File: src/rtl/score_bcd.sv
// score_bcd: turns line-clear events into points and adds them, one digit per cycle,
// into a saturating 4-digit BCD score. Define SCORE_HISCORE_EN for the high-score register.
module score_bcd #(
    parameter logic [3:0] P1 = 4'd1,
    parameter logic [3:0] P2 = 4'd3,
    parameter logic [3:0] P3 = 4'd5,
    parameter logic [3:0] P4 = 4'd8
) (
    input  logic       clk,
    input  logic       rst,
    input  logic       new_game,
    input  logic       clr_valid,
    input  logic [2:0] clr_lines,
    output logic       busy,
    output logic       drop_err,
    output logic [3:0] score4,
    output logic [3:0] score3,
    output logic [3:0] score2,
    output logic [3:0] score1,
    output logic [3:0] hi4,
    output logic [3:0] hi3,
    output logic [3:0] hi2,
    output logic [3:0] hi1
);
    // state | meaning
    // IDLE  | no add in flight
    // ADDn  | adding into working digit n; ADD3 also commits the result
    typedef enum logic [2:0] {IDLE, ADD0, ADD1, ADD2, ADD3} state_t;

    state_t          state_q, state_d;
    logic [3:0][3:0] wdig_q, wdig_d;
    logic [3:0][3:0] score_q, score_d;
    logic            carry_q, carry_d;
    logic [3:0]      pts_q, pts_d;
    logic            pend_q, pend_d;
    logic [3:0]      pend_pts_q, pend_pts_d;
    logic            drop_q, drop_d;

    logic            ev_ok;
    logic [3:0]      ev_pts;
    logic [1:0]      idx;
    logic [3:0]      addend;
    logic [4:0]      t;
    logic [4:0]      t_adj;
    logic [3:0]      dig_sum;
    logic            c_sum;
    logic [3:0][3:0] result;

    always_comb begin
        ev_pts = 4'd0;
        case (clr_lines)
            3'd1:    ev_pts = P1;
            3'd2:    ev_pts = P2;
            3'd3:    ev_pts = P3;
            3'd4:    ev_pts = P4;
            default: ev_pts = 4'd0;
        endcase
        ev_ok = clr_valid && (clr_lines >= 3'd1) && (clr_lines <= 3'd4);
    end

    // Single shared digit adder; the state selects which working digit it serves.
    always_comb begin
        case (state_q)
            ADD1:    idx = 2'd1;
            ADD2:    idx = 2'd2;
            ADD3:    idx = 2'd3;
            default: idx = 2'd0;
        endcase
        addend  = (state_q == ADD0) ? pts_q : 4'd0;
        t       = {1'b0, wdig_q[idx]} + {1'b0, addend} + {4'd0, carry_q};
        t_adj   = t - 5'd10;
        c_sum   = (t > 5'd9);
        dig_sum = c_sum ? t_adj[3:0] : t[3:0];
        result    = wdig_q;
        result[3] = dig_sum;
        if (c_sum) result = {4{4'd9}};
    end

    always_comb begin
        state_d    = state_q;
        wdig_d     = wdig_q;
        score_d    = score_q;
        carry_d    = carry_q;
        pts_d      = pts_q;
        pend_d     = pend_q;
        pend_pts_d = pend_pts_q;
        drop_d     = drop_q;
        if (new_game) begin
            state_d    = IDLE;
            wdig_d     = '0;
            score_d    = '0;
            carry_d    = 1'b0;
            pend_d     = 1'b0;
            pend_pts_d = 4'd0;
            drop_d     = 1'b0;
        end else begin
            case (state_q)
                IDLE: begin
                    if (ev_ok) begin
                        wdig_d  = score_q;
                        pts_d   = ev_pts;
                        carry_d = 1'b0;
                        state_d = ADD0;
                    end
                end
                ADD0, ADD1, ADD2: begin
                    wdig_d[idx] = dig_sum;
                    carry_d     = c_sum;
                    state_d     = (state_q == ADD0) ? ADD1 : (state_q == ADD1) ? ADD2 : ADD3;
                    if (ev_ok) begin
                        if (pend_q) begin
                            drop_d = 1'b1;
                        end else begin
                            pend_d     = 1'b1;
                            pend_pts_d = ev_pts;
                        end
                    end
                end
                ADD3: begin
                    score_d = result;
                    wdig_d  = result;
                    carry_d = 1'b0;
                    // Pending pops on this edge, so a same-edge event refills it instead of dropping.
                    if (pend_q) begin
                        pts_d      = pend_pts_q;
                        state_d    = ADD0;
                        pend_d     = ev_ok;
                        pend_pts_d = ev_pts;
                    end else if (ev_ok) begin
                        pts_d   = ev_pts;
                        state_d = ADD0;
                    end else begin
                        state_d = IDLE;
                    end
                end
                default: state_d = IDLE;
            endcase
        end
    end

    always_ff @(posedge clk or posedge rst) begin
        if (rst) begin
            state_q    <= IDLE;
            wdig_q     <= '0;
            score_q    <= '0;
            carry_q    <= 1'b0;
            pts_q      <= 4'd0;
            pend_q     <= 1'b0;
            pend_pts_q <= 4'd0;
            drop_q     <= 1'b0;
        end else begin
            state_q    <= state_d;
            wdig_q     <= wdig_d;
            score_q    <= score_d;
            carry_q    <= carry_d;
            pts_q      <= pts_d;
            pend_q     <= pend_d;
            pend_pts_q <= pend_pts_d;
            drop_q     <= drop_d;
        end
    end

    assign busy     = (state_q != IDLE);
    assign drop_err = drop_q;
    assign score4   = score_q[3];
    assign score3   = score_q[2];
    assign score2   = score_q[1];
    assign score1   = score_q[0];

`ifdef SCORE_HISCORE_EN
    // Digits are BCD, so an unsigned compare of the packed value orders by MSD first.
    logic [3:0][3:0] hi_q, hi_d;

    always_comb begin
        hi_d = hi_q;
        if (new_game && (score_q > hi_q)) hi_d = score_q;
    end

    always_ff @(posedge clk or posedge rst) begin
        if (rst) hi_q <= '0;
        else     hi_q <= hi_d;
    end

    assign hi4 = hi_q[3];
    assign hi3 = hi_q[2];
    assign hi2 = hi_q[1];
    assign hi1 = hi_q[0];
`else
    assign hi4 = 4'd0;
    assign hi3 = 4'd0;
    assign hi2 = 4'd0;
    assign hi1 = 4'd0;
`endif

endmodule

File: config.mk
export PLATFORM = sky130hd
export DESIGN_NAME = score_bcd
export DESIGN_NICKNAME = d
export VERILOG_FILES = /design/src/rtl/score_bcd.sv
export SDC_FILE = /design/constraint.sdc
export NUM_CORES = 1
export LEC_CHECK = 0
export ABC_AREA = 1
export CAP_MARGIN = 15
export CORE_AREA = 2 2 80 82
export CTS_CLUSTER_SIZE = 8
export DETAILED_ROUTE_END_ITERATION = 10
export DIE_AREA = 0 0 82 84
export PLACE_DENSITY = 0.81
export SLEW_MARGIN = 40
export SYNTH_ARGS = -nofsm -noshare
export SYNTH_HDL_FRONTEND = slang
export SYNTH_SLANG_ARGS = --single-unit
File: constraint.sdc
create_clock -name clk -period 4 [get_ports clk]
set_input_delay 0.8 -clock clk [delete_from_list [all_inputs] [get_ports clk]]
set_output_delay 0.8 -clock clk [all_outputs]
set_load 0.02 [all_outputs]
==> results of run 1 <==
state kept, by name (all words and copies together), names as in the netlist:
name and flops:
score4 4, pts_q 4, pend_q 1, score2 4, score3 4, score1 4, pend_pts_q 4, carry_q 1
wdig_q 16, drop_err 1, state_q 3
worst max-delay path by stage:
| stage | to | cells after the start | slack [ps] |
|---|---|---|---|
| global placement | wdig_q[5] | 24 | 440 |
| detailed placement | wdig_q[5] | 24 | 220 |
| finish | wdig_q[5] | 24 | 290 |
| CTS | wdig_q[5] | 24 | 190 |
| floorplan | wdig_q[5] | 27 | 550 |
| global route | wdig_q[5] | 24 | 7 |
repair_timing:
item / CTS / global route
resized for setup: 0 / 6
buffers inserted: 0 / 2
endpoints found under the setup margin: 0 / 3
critical path: stages, from the launching register on:
cell and delay (ps):
dfrtp_2 470, nor2_4 90, inv_2 90, nand2_2 80, o21ai_2 150, inv_1 80
o21ai_0 230, fa_1 230, inv_1 70, fa_1 380, inv_1 80, nand2_1 70
nand2_1 110, inv_1 50, ha_1 180, inv_1 90, nand2_1 60, nand2_1 140
nand2_4 140, ha_1 350, nand2_1 60, o211ai_1 80, o211ai_1 110, nand2_1 80
o21ai_0 100
logic make-up after synthesis:
logic type / after synthesis
other cells: 1
simple gates: 181
compound gates: 79
fa+ha+maj: 7
buf+inv: 80
flops: 46
through the flow:
step	util, %	worst slack [ps]	hold WS [ps]
global route	53.3	7.08	514
floorplan	-	547	449
finish	53.3	293	484
global placement	51.3	438	469
detailed placement	51.3	225	470
CTS	52.8	186	491
power by group through the flow:
stage,clock network [mW],registers (mW),logic [mW]
floorplan,0,0.540,0.434
global placement,0,0.549,0.510
detailed placement,0,0.552,0.522
CTS,0.305,0.542,0.523
global route,0.324,0.548,0.613
finish,0.297,0.543,0.543
cell type report:
| cell class | count | area (µm²) | area share [%] |
|---|---|---|---|
| inverters | 51 | 199 | 6.12 |
| flip-flops and latches | 46 | 1150 | 35.6 |
| clock inverters | 1 | 5.00 | 0.154 |
| clock buffers | 7 | 86.3 | 2.66 |
| multi-input cells | 283 | 1440 | 44.2 |
| repair buffers | 28 | 270 | 8.32 |
| well taps | 77 | 96.3 | 2.97 |
cell usage in the layout (no fill, tap or decap), types with 4 or more instances in the layout:
| cell type | n |
|---|---|
| ha_1 | 5 |
| dfrtp_1 | 43 |
| clkbuf_8 | 6 |
| conb_1 | 16 |
| o211ai_1 | 8 |
| a21oi_1 | 31 |
| o21ai_0 | 17 |
| inv_2 | 6 |
| clkdlybuf4s50_1 | 24 |
| nor2_1 | 19 |
| nand3_2 | 5 |
| nand2_1 | 113 |
| nand3_1 | 27 |
| o22ai_1 | 5 |
| o21ai_1 | 9 |
| buf_4 | 4 |
| inv_1 | 42 |
routing by layer:
metal	routed length, µm	up-vias	GRT usage, %
met3	386	15	3.68
met4	140	0	8.33
met1	3070	1266	31.5
met2	3510	102	35.6
met5	0	-	0
li1	-	1290	-
==> flow_summary.yaml, run 1 <==
placement:
  portBuffers: 24
  routabilityCongestion: 0.919
  hpwl_um: 5020
  placed_cell_area_um2: 3130
  dp_cells: 483
power:
  swShare_pct: 41.0
  max-vdd-ir-drop_mv: 0.239
  power_leakage_nw: 1.59
  totalPowerFinal_mw: 1.38
  pwr_density_cell_nw_per_um2: 426
  internal_power_mw: 0.817
  seqPwrFrac_pct: 39.2
  p_switching_mw: 0.567
  pwr-share-comb_pct: 39.3
  p_clk_share_pct: 21.5
yosys:
  synthMuxAreaShare_pct: 0
  yosys.area.top_type: "dfrtp_1"
  ys_ff_latch: 46
  synth_area_per_cell_um2: 7.46
  synthArstFlopShare_pct: 100
  synth-xor-area-share_pct: 0
  ys_seq_area_share_pct: 39.1
  yosys-top-cells-area: "dfrtp_1, nand2_1, inv_1"
  synth_flop_cell: "dfrtp_1"
  synth_top_family_by_area: "simple AND/OR/NAND/NOR gates"
  synth_most_common_cell: "nand2_1"
  synthAdderAreaFrac_pct: 3.49
  yosys_warnings: 0
  synthSimpleGateAreaFrac_pct: 27.6
  syn_inst: 394
  netlist_top_cells_count: "nand2_1, dfrtp_1, inv_1"
  yosysTopAreaCellShare_pct: 39.1
  synth_area_um2: 2940
  ys_types: 36
  synth_edf_count: 0
  synth_compound_area_share_pct: 15.5
global_routing:
  grtUsageTotal_pct: 22.7
  grt_remaining_overflow: 0
  antenna_found_initial: 0
  grt_start_max_net_pins: 47
  grt_pass1_vias: 2585
  grt_first_pass_wirelength_um: 12300
cts:
  cts-htree-levels: 2
  cts_hold_buf: 0
  cts_buffer_depth: 2
  clkTransAtPathRegs_ps: 80
  cts_root_buffer: "clkbuf_8"
  cts_tree: "yes"
  clock_sinks: 46
  clock_latency_ps: 300
  cts_buffers: 5
detailed_routing:
  drc_errors: 0
  route.detailed.wl_per_inst_um: 14.4
  dr.pass1.iters: 5
  ant_nets: 0
  viasPerCell: 5.42
  wl_um: 7100
  drt_iter0_drc: 178
  via_count: 2673
critical_path:
  reg2reg_from: "state_q[0]"
  cp.arrival_ps: 3880
  r2r_end: "wdig_q[5]"
  worst-path-max-fanout: 14
  ff2ff_path_depth: 24
  worstSetupStartpointType: "flip-flop"
  crit_start: "state_q[0]"
  critPathKind: "reg -> reg"
  r2r_slack_ps: 290
  crit_required_ps: 4180
  cp-end-kind: "flip-flop"
sta:
  setup_violations: 0
  slew_violations: 0
  fin_crit_sh_pct: 92.7
  hold_viol_final: 0
  skew_ps: 5.77
  relSlewSlack_pct: 57.1
  fmaxAchievable_ghz: 0.270
  tightestPinTransition_ps: 643
  tns_ps: 0
  rsz0062_at_grt: "no"
  min_period_ps: 3710
die:
  io_pins: 41
  start_util_pct: 48.2
  die_h_um: 84
  die_area_um2: 6890
  die_w_um: 82
  num_rows: 29
  core_um2: 6100
cells_and_area:
  finalNetCount: 429
  area_growth_pct: 10.5
  antenna-diode-count: 0
  fillerInstances: 590
  final_cell_area_um2: 3250
  final_cells: 493
  final_layout_size_suffix_gt1_share_pct: 10.1
flow_run:
  cap_violations: 0
hold_path:
  min_from: "drop_err"
  whs_endpoint: "drop_err"
  hold_depth: 2
  hp-class: "reg -> reg"
outcome:
  status: "complete, no violations"
(Power assumes the default switching activity.)
==> inputs of run 2 (changes only) <==
- clock period: 4 -> 4.7 ns (I/O delays scaled with it)
==> flow_summary.yaml, run 2 (same netlist as run 1, synthesis figures left out) <==
detailed_routing:
  dr.pass1.iters: 4
  wl_um: 6980
  route.detailed.wl_per_inst_um: 14.2
  viasPerCell: 5.38
  drt_iter0_drc: 123
  via_count: 2638
  drc_errors: 0
  ant_nets: 0
cells_and_area:
  final_cells: 490
  finalNetCount: 426
  area_growth_pct: 9.23
  final_layout_size_suffix_gt1_share_pct: 8.47
  regMostFlops: "wdig_q"
  fillerInstances: 606
  final_util_pct: 52.7
  antenna-diode-count: 0
  final_cell_mix: "nand2_1, dfrtp_1, inv_1"
  final_cell_area_um2: 3210
  multi_input_area_um2: 1430
  largest_reg_flops: 16
  final_common_cell: "nand2_1"
  regArea_um2: 1150
sta:
  fin_crit_sh_pct: 85.5
  relSlewSlack_pct: 57.2
  min_period_ps: 4020
  hold_viol_final: 0
  rsz0062_at_grt: "no"
  setup_violations: 0
  tightestPinTransition_ps: 643
  slew_violations: 0
  skew_ps: 2.90
  fmaxAchievable_ghz: 0.249
  fin_ws_ps: 684
  tns_ps: 0
die:
  io_pins: 41
  die_h_um: 84
  die_w_um: 82
  num_rows: 29
  core_um2: 6100
  die_area_um2: 6890
  start_util_pct: 48.2
cts:
  cts_hold_buf: 0
  cts_tree: "yes"
  clock_sinks: 46
  cts_buffers: 5
  clkTransAtPathRegs_ps: 80
  cts_root_buffer: "clkbuf_8"
  cts_repair_resize_count: 0
  clock_latency_ps: 310
  cts_setup_buffers: 0
  cts_buffer_depth: 2
  cts-htree-levels: 2
critical_path:
  crit_required_ps: 4890
  worstSetupStartpointType: "flip-flop"
  critPathKind: "reg -> reg"
  worst-path-max-fanout: 23
  cp.arrival_ps: 4210
  cp-end-kind: "flip-flop"
power:
  max-vdd-ir-drop_mv: 0.196
  power_leakage_nw: 1.57
  pwr_density_cell_nw_per_um2: 363
hold_path:
  hp-class: "reg -> reg"
global_routing:
  grtUsageTotal_pct: 21.9
  grt_start_max_net_pins: 47
  use_met2_pct: 35.0
  grt_pass1_vias: 2485
  grt_use_met1_pct: 29.8
  grt_first_pass_wirelength_um: 11800
  grt_remaining_overflow: 0
  grtUsageMet3_pct: 3.14
  antenna_found_initial: 0
  top_usage_layer: "met2"
placement:
  dp_cells: 482
  portBuffers: 24
  routabilityCongestion: 0.957
  place_ws_ps: 795
  placed_cell_area_um2: 3120
  hpwl_um: 5040
outcome:
  status: "complete, no violations"
flow_run:
  cap_violations: 0
## run 2: cell types whose count changed in the layout (fill, tap and decap cells not counted)
cell,change
buf_4,-3
dfrtp_1,+3
dfrtp_2,-3
inv_4,+1
inv_6,-1
nand2_2,+1
nand2_4,-1
nor2_1,+1
nor2_2,-1
## run 2: metal layers
layer | routed length (µm) | share of wire [%]
met1 | 3100 | 44
met2 | 3400 | 49
met3 | 356 | 5.1
met4 | 124 | 1.8
met5 | 0 | 0
## run 2: layout make-up
| type | count | share of cell area, % |
|---|---|---|
| Tap cell | 77 | 3.00 |
| Timing Repair Buffer | 25 | 7.71 |
| Clock buffer | 7 | 2.69 |
| Multi-Input combinational cell | 283 | 44.5 |
| Inverter | 51 | 6.12 |
| Clock inverter | 1 | 0.156 |
| Sequential cell | 46 | 35.8 |
## run 2: per-stage QoR
step / hold WS, ps / power (mW)
3_3_place_gp: 468 / 0.898
5_1_grt: 528 / 1.25
6_report: 492 / 1.16
3_5_place_dp: 476 / 0.908
4_1_cts: 496 / 1.16
2_1_floorplan: 449 / 0.829
## run 2: worst max-delay path, stage by stage (launching register included)
cell and delay, ps:
dfrtp_1 500, nor2_4 220, nand2_4 220, inv_4 290
a21oi_1 100, o21ai_0 120, fa_1 220, inv_1 60
fa_1 380, inv_1 80, nand2_1 60, nand2_1 110
inv_1 50, ha_1 180, inv_1 90, nand2_1 60
nand2_1 120, nand2_2 210, ha_1 380, nand2_1 60
o211ai_1 90, o211ai_1 120, nand2_1 70, o21ai_0 80
## run 2: final timing paths
path	start	slack, ps	cells past startpoint	to
max	state_q[1]	680	23	wdig_q[5]
min	wdig_q[3]	490	2	wdig_q[3]
max reg2reg	state_q[1]	680	23	wdig_q[5]
min reg2reg	wdig_q[3]	490	2	wdig_q[3]
max in group asynchronous	rst	3280	2	state_q[1]
min in group asynchronous	rst	1040	2	pend_pts_q[1]
## run 2: power breakdown
part	total [mW]	internal, mW	switching (mW)
registers	0.462	0.430	0.0314
logic	0.446	0.138	0.308
clock network	0.257	0.119	0.138
total	1.16	0.687	0.477
